### config.mk
export PLATFORM = sky130hd
export DESIGN_NAME = uart_tx_queue_flat
export DESIGN_NICKNAME = d
export VERILOG_FILES = /design/src/rtl/uart_tx_queue_if.sv /design/src/rtl/uart_tx_queue.sv /design/src/flat_wrapper.sv
export SDC_FILE = /design/constraint.sdc
export NUM_CORES = 1
export LEC_CHECK = 0
export CORE_MARGIN = 4
export CORE_UTILIZATION = 40
export DETAILED_ROUTE_END_ITERATION = 8
export PLACE_DENSITY = 0.69
export RECOVER_POWER = 100
export SYNTH_ARGS = -nofsm -noshare
export SYNTH_HDL_FRONTEND = slang
export SYNTH_SLANG_ARGS = --single-unit
### constraint.sdc
create_clock -name clock -period 4 [get_ports clock]
set_input_delay 1.2 -clock clock [delete_from_list [all_inputs] [get_ports clock]]
set_output_delay 1.2 -clock clock [all_outputs]
set_load 0.1 [all_outputs]
### src/rtl/uart_tx_queue_if.sv
// Handshake bundle between a word producer / UartTX and the uart_tx_queue.
// Producer side: wr_en, wr_data, flush in; full, empty, count, overflow out.
// UART side: tx_ready in; tx_send, tx_data out. master = driver side, slave = queue.
interface uart_tx_queue_if #(
  parameter int WIDTH = 9,
  parameter int DEPTH = 8
);
  logic                         wr_en;
  logic [WIDTH-1:0]             wr_data;
  logic                         flush;
  logic                         full;
  logic                         empty;
  logic [$clog2(DEPTH+1)-1:0]   count;
  logic                         overflow;
  logic                         tx_ready;
  logic                         tx_send;
  logic [WIDTH-1:0]             tx_data;

  modport master (
    output wr_en, wr_data, flush, tx_ready,
    input  full, empty, count, overflow, tx_send, tx_data
  );

  modport slave (
    input  wr_en, wr_data, flush, tx_ready,
    output full, empty, count, overflow, tx_send, tx_data
  );
endinterface

### src/rtl/uart_tx_queue.sv
// Purpose: FIFO-buffered feeder that hands words to UartTX as clean one-cycle send pulses.
// Latency: push into an empty queue with tx_ready steadily high -> tx_send two cycles later.
// Backpressure: pushes when full (and no pop that cycle) are dropped with a one-cycle overflow pulse.
// Ports: clock, reset (sync, active-high); bus (slave modport): producer write/flush/status
// and the UartTX send/ready/data side.
module uart_tx_queue #(
  parameter int WIDTH = 9,
  parameter int DEPTH = 8
) (
  input  logic            clock,
  input  logic            reset,
  uart_tx_queue_if.slave  bus
);
  localparam int PW = $clog2(DEPTH);
  localparam int CW = $clog2(DEPTH + 1);

  typedef enum logic [1:0] {IDLE, SEND, BUSY} state_t;

  state_t           state, state_nxt;
  logic [WIDTH-1:0] mem [DEPTH];
  logic [PW-1:0]    wr_ptr, rd_ptr;
  logic [CW-1:0]    count_q;
  logic             rdy_q;
  logic             q_full, q_empty;
  logic             pop, push;
  logic             overflow_q;
  logic             tx_send_q;
  logic [WIDTH-1:0] tx_data_q;

  assign q_full  = (count_q == CW'(DEPTH));
  assign q_empty = (count_q == '0);

  // UartTX raises ready for a single cycle in its stop state, so a launch needs
  // two consecutive high samples (tx_ready now, rdy_q from last cycle).
  always_comb begin
    state_nxt = state;
    pop       = 1'b0;
    case (state)
      IDLE: begin
        if (!q_empty && bus.tx_ready && rdy_q && !bus.flush) begin
          state_nxt = SEND;
          pop       = 1'b1;
        end
      end
      SEND: state_nxt = BUSY;
      // Leave only on a fresh busy->idle edge of ready.
      BUSY: if (bus.tx_ready && !rdy_q) state_nxt = IDLE;
      default: state_nxt = IDLE;
    endcase
  end

  // A full queue still accepts a write when the head leaves in the same cycle.
  assign push = bus.wr_en && (!q_full || pop) && !bus.flush;

  always_ff @(posedge clock) begin
    if (reset) begin
      state      <= IDLE;
      rdy_q      <= 1'b0;
      wr_ptr     <= '0;
      rd_ptr     <= '0;
      count_q    <= '0;
      overflow_q <= 1'b0;
      tx_send_q  <= 1'b0;
      tx_data_q  <= '0;
    end else begin
      state      <= state_nxt;
      rdy_q      <= bus.tx_ready;
      tx_send_q  <= (state_nxt == SEND);
      overflow_q <= bus.wr_en && q_full && !pop && !bus.flush;
      if (pop) tx_data_q <= mem[rd_ptr];

      // Flush empties the queue only; an in-flight frame is left to finish.
      if (bus.flush) begin
        wr_ptr  <= '0;
        rd_ptr  <= '0;
        count_q <= '0;
      end else begin
        if (push) wr_ptr <= wr_ptr + 1'b1;
        if (pop)  rd_ptr <= rd_ptr + 1'b1;
        case ({push, pop})
          2'b10:   count_q <= count_q + 1'b1;
          2'b01:   count_q <= count_q - 1'b1;
          default: count_q <= count_q;
        endcase
      end
    end
  end

  // Storage needs no reset; occupancy is tracked by the pointers and count.
  always_ff @(posedge clock) begin
    if (push) mem[wr_ptr] <= bus.wr_data;
  end

  assign bus.full     = q_full;
  assign bus.empty    = q_empty;
  assign bus.count    = count_q;
  assign bus.overflow = overflow_q;
  assign bus.tx_send  = tx_send_q;
  assign bus.tx_data  = tx_data_q;
endmodule

### src/flat_wrapper.sv
// flat-port wrapper written by rule: the top's interface ports become plain ports
module uart_tx_queue_flat 
#(
  parameter int WIDTH = 9,
  parameter int DEPTH = 8
)
  (clock, reset, bus_wr_en, bus_wr_data, bus_flush, bus_tx_ready, bus_full, bus_empty, bus_count, bus_overflow, bus_tx_send, bus_tx_data);
  uart_tx_queue_if #(.WIDTH(WIDTH), .DEPTH(DEPTH)) bus_i ();
  input  logic clock;
  input  logic reset;
  input wire logic [$bits(bus_i.wr_en)-1:0] bus_wr_en;
  input wire logic [$bits(bus_i.wr_data)-1:0] bus_wr_data;
  input wire logic [$bits(bus_i.flush)-1:0] bus_flush;
  input wire logic [$bits(bus_i.tx_ready)-1:0] bus_tx_ready;
  output wire logic [$bits(bus_i.full)-1:0] bus_full;
  output wire logic [$bits(bus_i.empty)-1:0] bus_empty;
  output wire logic [$bits(bus_i.count)-1:0] bus_count;
  output wire logic [$bits(bus_i.overflow)-1:0] bus_overflow;
  output wire logic [$bits(bus_i.tx_send)-1:0] bus_tx_send;
  output wire logic [$bits(bus_i.tx_data)-1:0] bus_tx_data;
  assign bus_i.wr_en = bus_wr_en;
  assign bus_i.wr_data = bus_wr_data;
  assign bus_i.flush = bus_flush;
  assign bus_i.tx_ready = bus_tx_ready;
  assign bus_full = bus_i.full;
  assign bus_empty = bus_i.empty;
  assign bus_count = bus_i.count;
  assign bus_overflow = bus_i.overflow;
  assign bus_tx_send = bus_i.tx_send;
  assign bus_tx_data = bus_i.tx_data;
  uart_tx_queue #(.WIDTH(WIDTH), .DEPTH(DEPTH)) u_core (.clock(clock), .reset(reset), .bus(bus_i));
endmodule
## After elaboration in Yosys (flattened, before gate mapping)

Memory sizes are Yosys's and may differ from the RTL's. A register that Yosys moved wholly into a read port is not among the register bits.
Cells that the tools add are included.
Widths: inputs -> output; s select.

| word-level totals | value |
|---|---|
| register bits after elaboration | 15 |
| memory bits (writable) | 72 |
| logic and storage cells | 45 |
| memories | 1 |

| operators by class | value |
|---|---|
| $add $sub $neg | 4 |
| eq/ne operators | 6 |
| muxes and demuxes | 8 |
| reduce and logical (&&, ||, !) cells | 19 |

Memories:

| memory | depth | width | rd ports | clocked after memory_dff | wr ports | RTL line | source |
|---|---|---|---|---|---|---|---|
| u_core.mem | 8 | 9 | 1 | 1 | 1 | uart_tx_queue.sv:20 | `logic [WIDTH-1:0] mem [DEPTH];` |

Operators with widths:

| operator | count |
|---|---|
| $logic_and 1x1->1 | 9 |
| $pmux 4 s2 | 1 |
| $add 3x1->3 const B | 2 |
| $eq 2x1->1 const B | 3 |
| $pmux 2 s3 | 1 |
| $logic_not 1->1 | 5 |
| $add 4x1->4 const B | 1 |
| $eq 2x2->1 const B | 2 |
| $eq 4x4->1 const B | 1 |
| $logic_not 4->1 | 1 |
| $mux 1 | 4 |
| $mux 2 | 2 |
| $sub 4x1->4 const B | 1 |
| $logic_not 2->1 | 1 |
| $reduce_bool 2->1 | 1 |
| $reduce_or 2->1 | 1 |
| $logic_or 1x1->1 | 1 |

## Logic depth before layout (Yosys ltp)

Gate-level depths: netlist (run 1).

| depth | value |
|---|---|
| word-level depth | 12 |
| depth in mapped cells | 10 |

## Worst setup path before layout (run 1)

Ideal clock, no wire load.

| timing path | value |
|---|---|
| kind | register to register |
| from | register u_core.count_q[0], in the netlist u_core.bus.count[0] |
| to | register u_core.count_q[2], in the netlist u_core.bus.count[2] |
| setup time | 0.071 ns |
| arrival | 3.681 ns |
| required time | 3.929 ns |
| path slack | 0.249 ns |
| cell stages (with the launch flop) | 11 |
| buffers on the path | 1 |
| cells stage by stage | dfxtp_1 -> nor4_4 -> nor3_4 -> buf_4 -> ha_1 -> xor2_1 -> ha_1 -> a21oi_1 -> xor2_1 -> or3_1 -> a21oi_1 |

| between the ends | value |
|---|---|
| longest elaborated chain between the ends | 12 |
| elaborated cells between the ends (all ways) | 18 |

Ends and longest elaborated chain:

| element | RTL line | source |
|---|---|---|
| from (decl) | uart_tx_queue.sv:22 | `logic [CW-1:0] count_q;` |
| from (signal assigned) | uart_tx_queue.sv:81 | `2'b10: count_q <= count_q + 1'b1;` |
| from (signal assigned) | uart_tx_queue.sv:82 | `2'b01: count_q <= count_q - 1'b1;` |
| from (signal assigned) | uart_tx_queue.sv:83 | `default: count_q <= count_q;` |
| $logic_not 4->1 (*) | uart_tx_queue.sv:31 | `assign q_empty = (count_q == '0);` |
| via bus_empty | flat_wrapper.sv:16 | `output wire logic [$bits(bus_i.empty)-1:0] bus_empty;` |
| $logic_not 1->1 (*) | uart_tx_queue.sv:40 | `if (!q_empty && bus.tx_ready && rdy_q && !bus.flush) begin` |
| $logic_and 1x1->1 (*) (3 in series) | uart_tx_queue.sv:40 |  |
| $mux 1 (*) | uart_tx_queue.sv:40 |  |
| $mux 1 (*) | uart_tx_queue.sv:38 | `case (state)` |
| via u_core.pop | uart_tx_queue.sv:25 | `logic pop, push;` |
| $logic_or 1x1->1 | uart_tx_queue.sv:53 | `assign push = bus.wr_en && (!q_full \|\| pop) && !bus.flush;` |
| $logic_and 1x1->1 (2 in series) | uart_tx_queue.sv:53 |  |
| $eq 2x1->1 / $eq 2x2->1 (equally long branches) | uart_tx_queue.sv:80 | `case ({push, pop})` |
| $pmux 4 s2 / $reduce_bool 2->1 (equally long branches) | n/a |  |

The timed path passes the listed nets; every way through them passes the cells marked *.
A chain may end at the register's enable or synchronous reset.

## Worst setup path in the final report (run 1)

| timing path | value |
|---|---|
| from | register u_core.count_q[0], in the netlist u_core.bus.count[0] |
| to | output bus_full |

| between the ends | value |
|---|---|
| longest elaborated chain between the ends | 1 |

Ends and longest elaborated chain:

| element | RTL line | source |
|---|---|---|
| $eq 4x4->1 | uart_tx_queue.sv:30 | `assign q_full = (count_q == CW'(DEPTH));` |
| to (decl) | flat_wrapper.sv:15 | `output wire logic [$bits(bus_i.full)-1:0] bus_full;` |

No other way between the ends.

==> results.py, run 1 <==
metrics = {
    "cts": {
        "cts_buffers": 9,
        "h-tree-depth": 3,
        "cts-root-buf": "clkbuf_8",
        "path_clk_slew_ps": 90,
        "cts_resized": 0,
        "clkSinkCount": 96,
        "cts_hold_buf": 0,
        "cts_tree": "yes",
        "clkLatencyLatePin_ps": 360,
        "clock_path_buffers": 2,
        "postCtsSetupBuffers": 0,
    },
    "synth": {
        "yosysWarnings": 0,
        "syn_area_um2": 3870,
        "ys_seq_area_share_pct": 68.3,
        "synth_edf_count": 72,
        "syn_area_per_cell_um2": 17.3,
        "async_flop_share_pct": 0,
        "syn-num-nets": 243,
        "synth-seq-cells": 96,
        "ys.flop_type": "edfxtp_1",
        "netlist_instances": 224,
        "synthDistinctLibCells": 38,
    },
    "critical_path": {
        "timing.rr.end": "u_core.bus.count[2]$_SDFFE_PP0P_",
        "worstSetupPathType": "reg -> out",
        "r2r_cells": 9,
        "cp_slowest_stage_delay_ps": 860,
        "r2r_start": "u_core.bus.count[0]$_SDFFE_PP0P_",
        "crit_path_start_kind": "flip-flop",
        "critPathRequiredTime_ps": 2800,
        "r2r_slack_ps": 990,
        "cpMaxStageDelayCell": "clkbuf_1",
        "critical_path.cell_chain": "or4b_4 -> inv_1 -> clkbuf_1",
        "cp-end-kind": "primary output",
        "worstPathMaxFanout": 8,
        "arrival_ps": 2310,
    },
    "global_routing": {
        "track_usage_pct": 12.9,
        "grt_pass1_wl_um": 10900,
        "grt_max_degree": 23,
        "grt_overflow": 0,
        "grt_pass1_vias": 1960,
        "antenna_found_initial": 0,
    },
    "layout": {
        "final_cell_mix": "edfxtp_1 (72), dfxtp_1 (24), dlygate4sd3_1 (23), nor2_1 (18), mux4_2 (18)",
        "multi_input_area_um2": 1100,
        "final_area_um2": 4440,
        "layout-drive-gt1-share_pct": 15.2,
        "nets": 284,
        "final_common_cell": "edfxtp_1",
        "stdcell_count": 399,
        "antenna_cells": 0,
        "area_growth_pct": 14.8,
        "register_area_um2": 2640,
        "finish.utilization_pct": 47.6,
        "n_fill_cell": 845,
    },
    "sta": {
        "hold_viol": 0,
        "setup_tns_ps": 0,
        "hold_slack_ps": 504,
        "setup_viol": 0,
        "setup_slack_ps": 486,
        "fmax_mhz": 285,
        "clock_skew_ps": 10.7,
        "rsz0062_at_grt": "false",
        "max_slew.worst_pin.slew_ps": 1170,
        "period_minus_slack_ps": 3510,
        "drv_slew": 0,
        "finalCritPeriodShare_pct": 87.8,
        "max_slew_margin_pct": 22.5,
    },
    "min_path": {
        "min_path_type": "reg -> reg",
        "holdCritStartpoint": "u_core.bus.tx_data[3]$_SDFFE_PP0P_",
        "whs_path_depth": 2,
        "hold_path_end": "u_core.bus.tx_data[3]$_SDFFE_PP0P_",
    },
    "drt": {
        "ant_nets": 0,
        "highest_layer": "met4",
        "viasPerCell": 5.09,
        "drtIter0Drc": 82,
        "routedWlPerCell_um": 17.0,
        "drc": 0,
        "wl_met2_um": 3350,
        "finalWirelength_um": 6790,
        "wl_met3_um": 312,
        "vias": 2030,
        "wl_met1_um": 3060,
        "first_pass_iters": 4,
    },
    "power_and_ir_drop": {
        "vdd_drop_max_uv": 214,
        "power_density_nw_per_um2": 401,
        "p_leak_nw": 1.40,
        "total_power_mw": 1.78,
    },
    "floorplan": {
        "pin_count": 31,
        "core_um2": 9330,
        "rows": 35,
        "die_h_um": 106,
        "start_util_pct": 41.4,
        "die_w_um": 106,
        "dieArea_um2": 11300,
    },
    "placement": {
        "place_inst": 383,
        "place_hpwl_um": 4390,
        "dpl-instance-area_um2": 4350,
        "place_congestion": 0.723,
        "port-buffer-count": 30,
        "place_ws_ps": 319,
    },
    "job": {
        "drv_cap": 0,
    },
    "status": {
        "status": "completed",
    },
}
==> flip-flops by register name, summed over array words and instances (netlist names) <==
signal               flops
u_core.mem              72
u_core.bus.tx_data       9
u_core.bus.count         4
u_core.rd_ptr            3
u_core.wr_ptr            3
u_core.state             2
u_core.bus.overflow      1
u_core.bus.tx_send       1
u_core.rdy_q             1
==> report_power, final <==
part	internal [mW]	switching, mW	total [mW]
logic	0.0216	0.0428	0.0643
registers	1.08	0.00442	1.08
clock network	0.296	0.340	0.635
==> worst max-delay path, delay by kind of cell, from the launching register on <==
family	cells	cell delay, ps
AND/OR/NAND/NOR	1	610
flip-flops	1	420
buffers and inverters	2	930
==> cell families (layout without fill, tap and decap cells) <==
group,count (synthesis),count (layout),share of synthesized area [%]
DFF,96,96,68.3
and+or+nand+nor,45,45,7.44
muxes,29,29,13.3
AOI/OAI and AO/OA,27,27,5.95
buffers and inverters,17,63,2.17
adders and majority gates,5,5,1.62
xor gates and xnor gates,5,5,1.13
==> cell usage after synthesis, types with 2 or more instances <==
| cell type | n | area share [%] |
|---|---|---|
| mux4_2 | 18 | 10 |
| xor2_1 | 4 | 0.91 |
| ha_1 | 5 | 1.6 |
| nor4_1 | 3 | 0.49 |
| nand2_1 | 2 | 0.19 |
| a211oi_1 | 2 | 0.39 |
| edfxtp_1 | 72 | 56 |
| nor3_1 | 2 | 0.26 |
| nor4b_1 | 2 | 0.45 |
| nand3b_1 | 2 | 0.39 |
| nor3b_1 | 2 | 0.39 |
| dfxtp_1 | 24 | 12 |
| nor2_1 | 18 | 1.7 |
| or3_1 | 3 | 0.49 |
| a21oi_1 | 8 | 1.0 |
| buf_4 | 3 | 0.58 |
| o21ai_0 | 4 | 0.52 |
| or4b_4 | 2 | 0.71 |
| mux2i_1 | 11 | 2.8 |
| a211oi_2 | 8 | 2.6 |
| inv_1 | 7 | 0.68 |
| clkbuf_1 | 4 | 0.39 |
| nand2b_1 | 3 | 0.49 |
==> metal layers <==
metal,vias up,track usage (%)
met1,1015,17.2
met2,39,20.4
li1,968,-
met5,-,0
met3,8,4.01
met4,0,3.89
==> cell type report <==
| cell class | count | share of cell area, % |
|---|---|---|
| flip-flops and latches | 96 | 59.5 |
| multi-input cells | 111 | 24.7 |
| repair buffers | 40 | 6.99 |
| well taps | 129 | 3.64 |
| clock buffers | 9 | 2.79 |
| clock inverters | 7 | 1.75 |
| inverters | 7 | 0.592 |
==> worst max-delay path by stage <==
stage | from | end | slack [ps] | depth (start not counted)
final | u_core.bus.count[0]$_SDFFE_PP0P_ | bus_full | 490 | 3
after global routing | bus_tx_ready | u_core.bus.count[3]$_SDFFE_PP0P_ | 360 | 8
after CTS | bus_flush | u_core.bus.count[2]$_SDFFE_PP0P_ | 690 | 10
after detailed placement | bus_flush | u_core.bus.count[2]$_SDFFE_PP0P_ | 320 | 10
after global placement | bus_flush | u_core.bus.count[2]$_SDFFE_PP0P_ | 360 | 10
after floorplan | u_core.bus.count[0]$_SDFFE_PP0P_ | u_core.bus.count[2]$_SDFFE_PP0P_ | 250 | 10
Note: power is estimated with default switching activity, not from simulation.
==> run 2, diff against run 1 <==
CTS_CLUSTER_DIAMETER = 60   (was not set)
SETUP_SLACK_MARGIN = 0.1   (was not set)
==> results of run 2 <==
No change in the layout: final DEF, timing and power equal those of run 1.
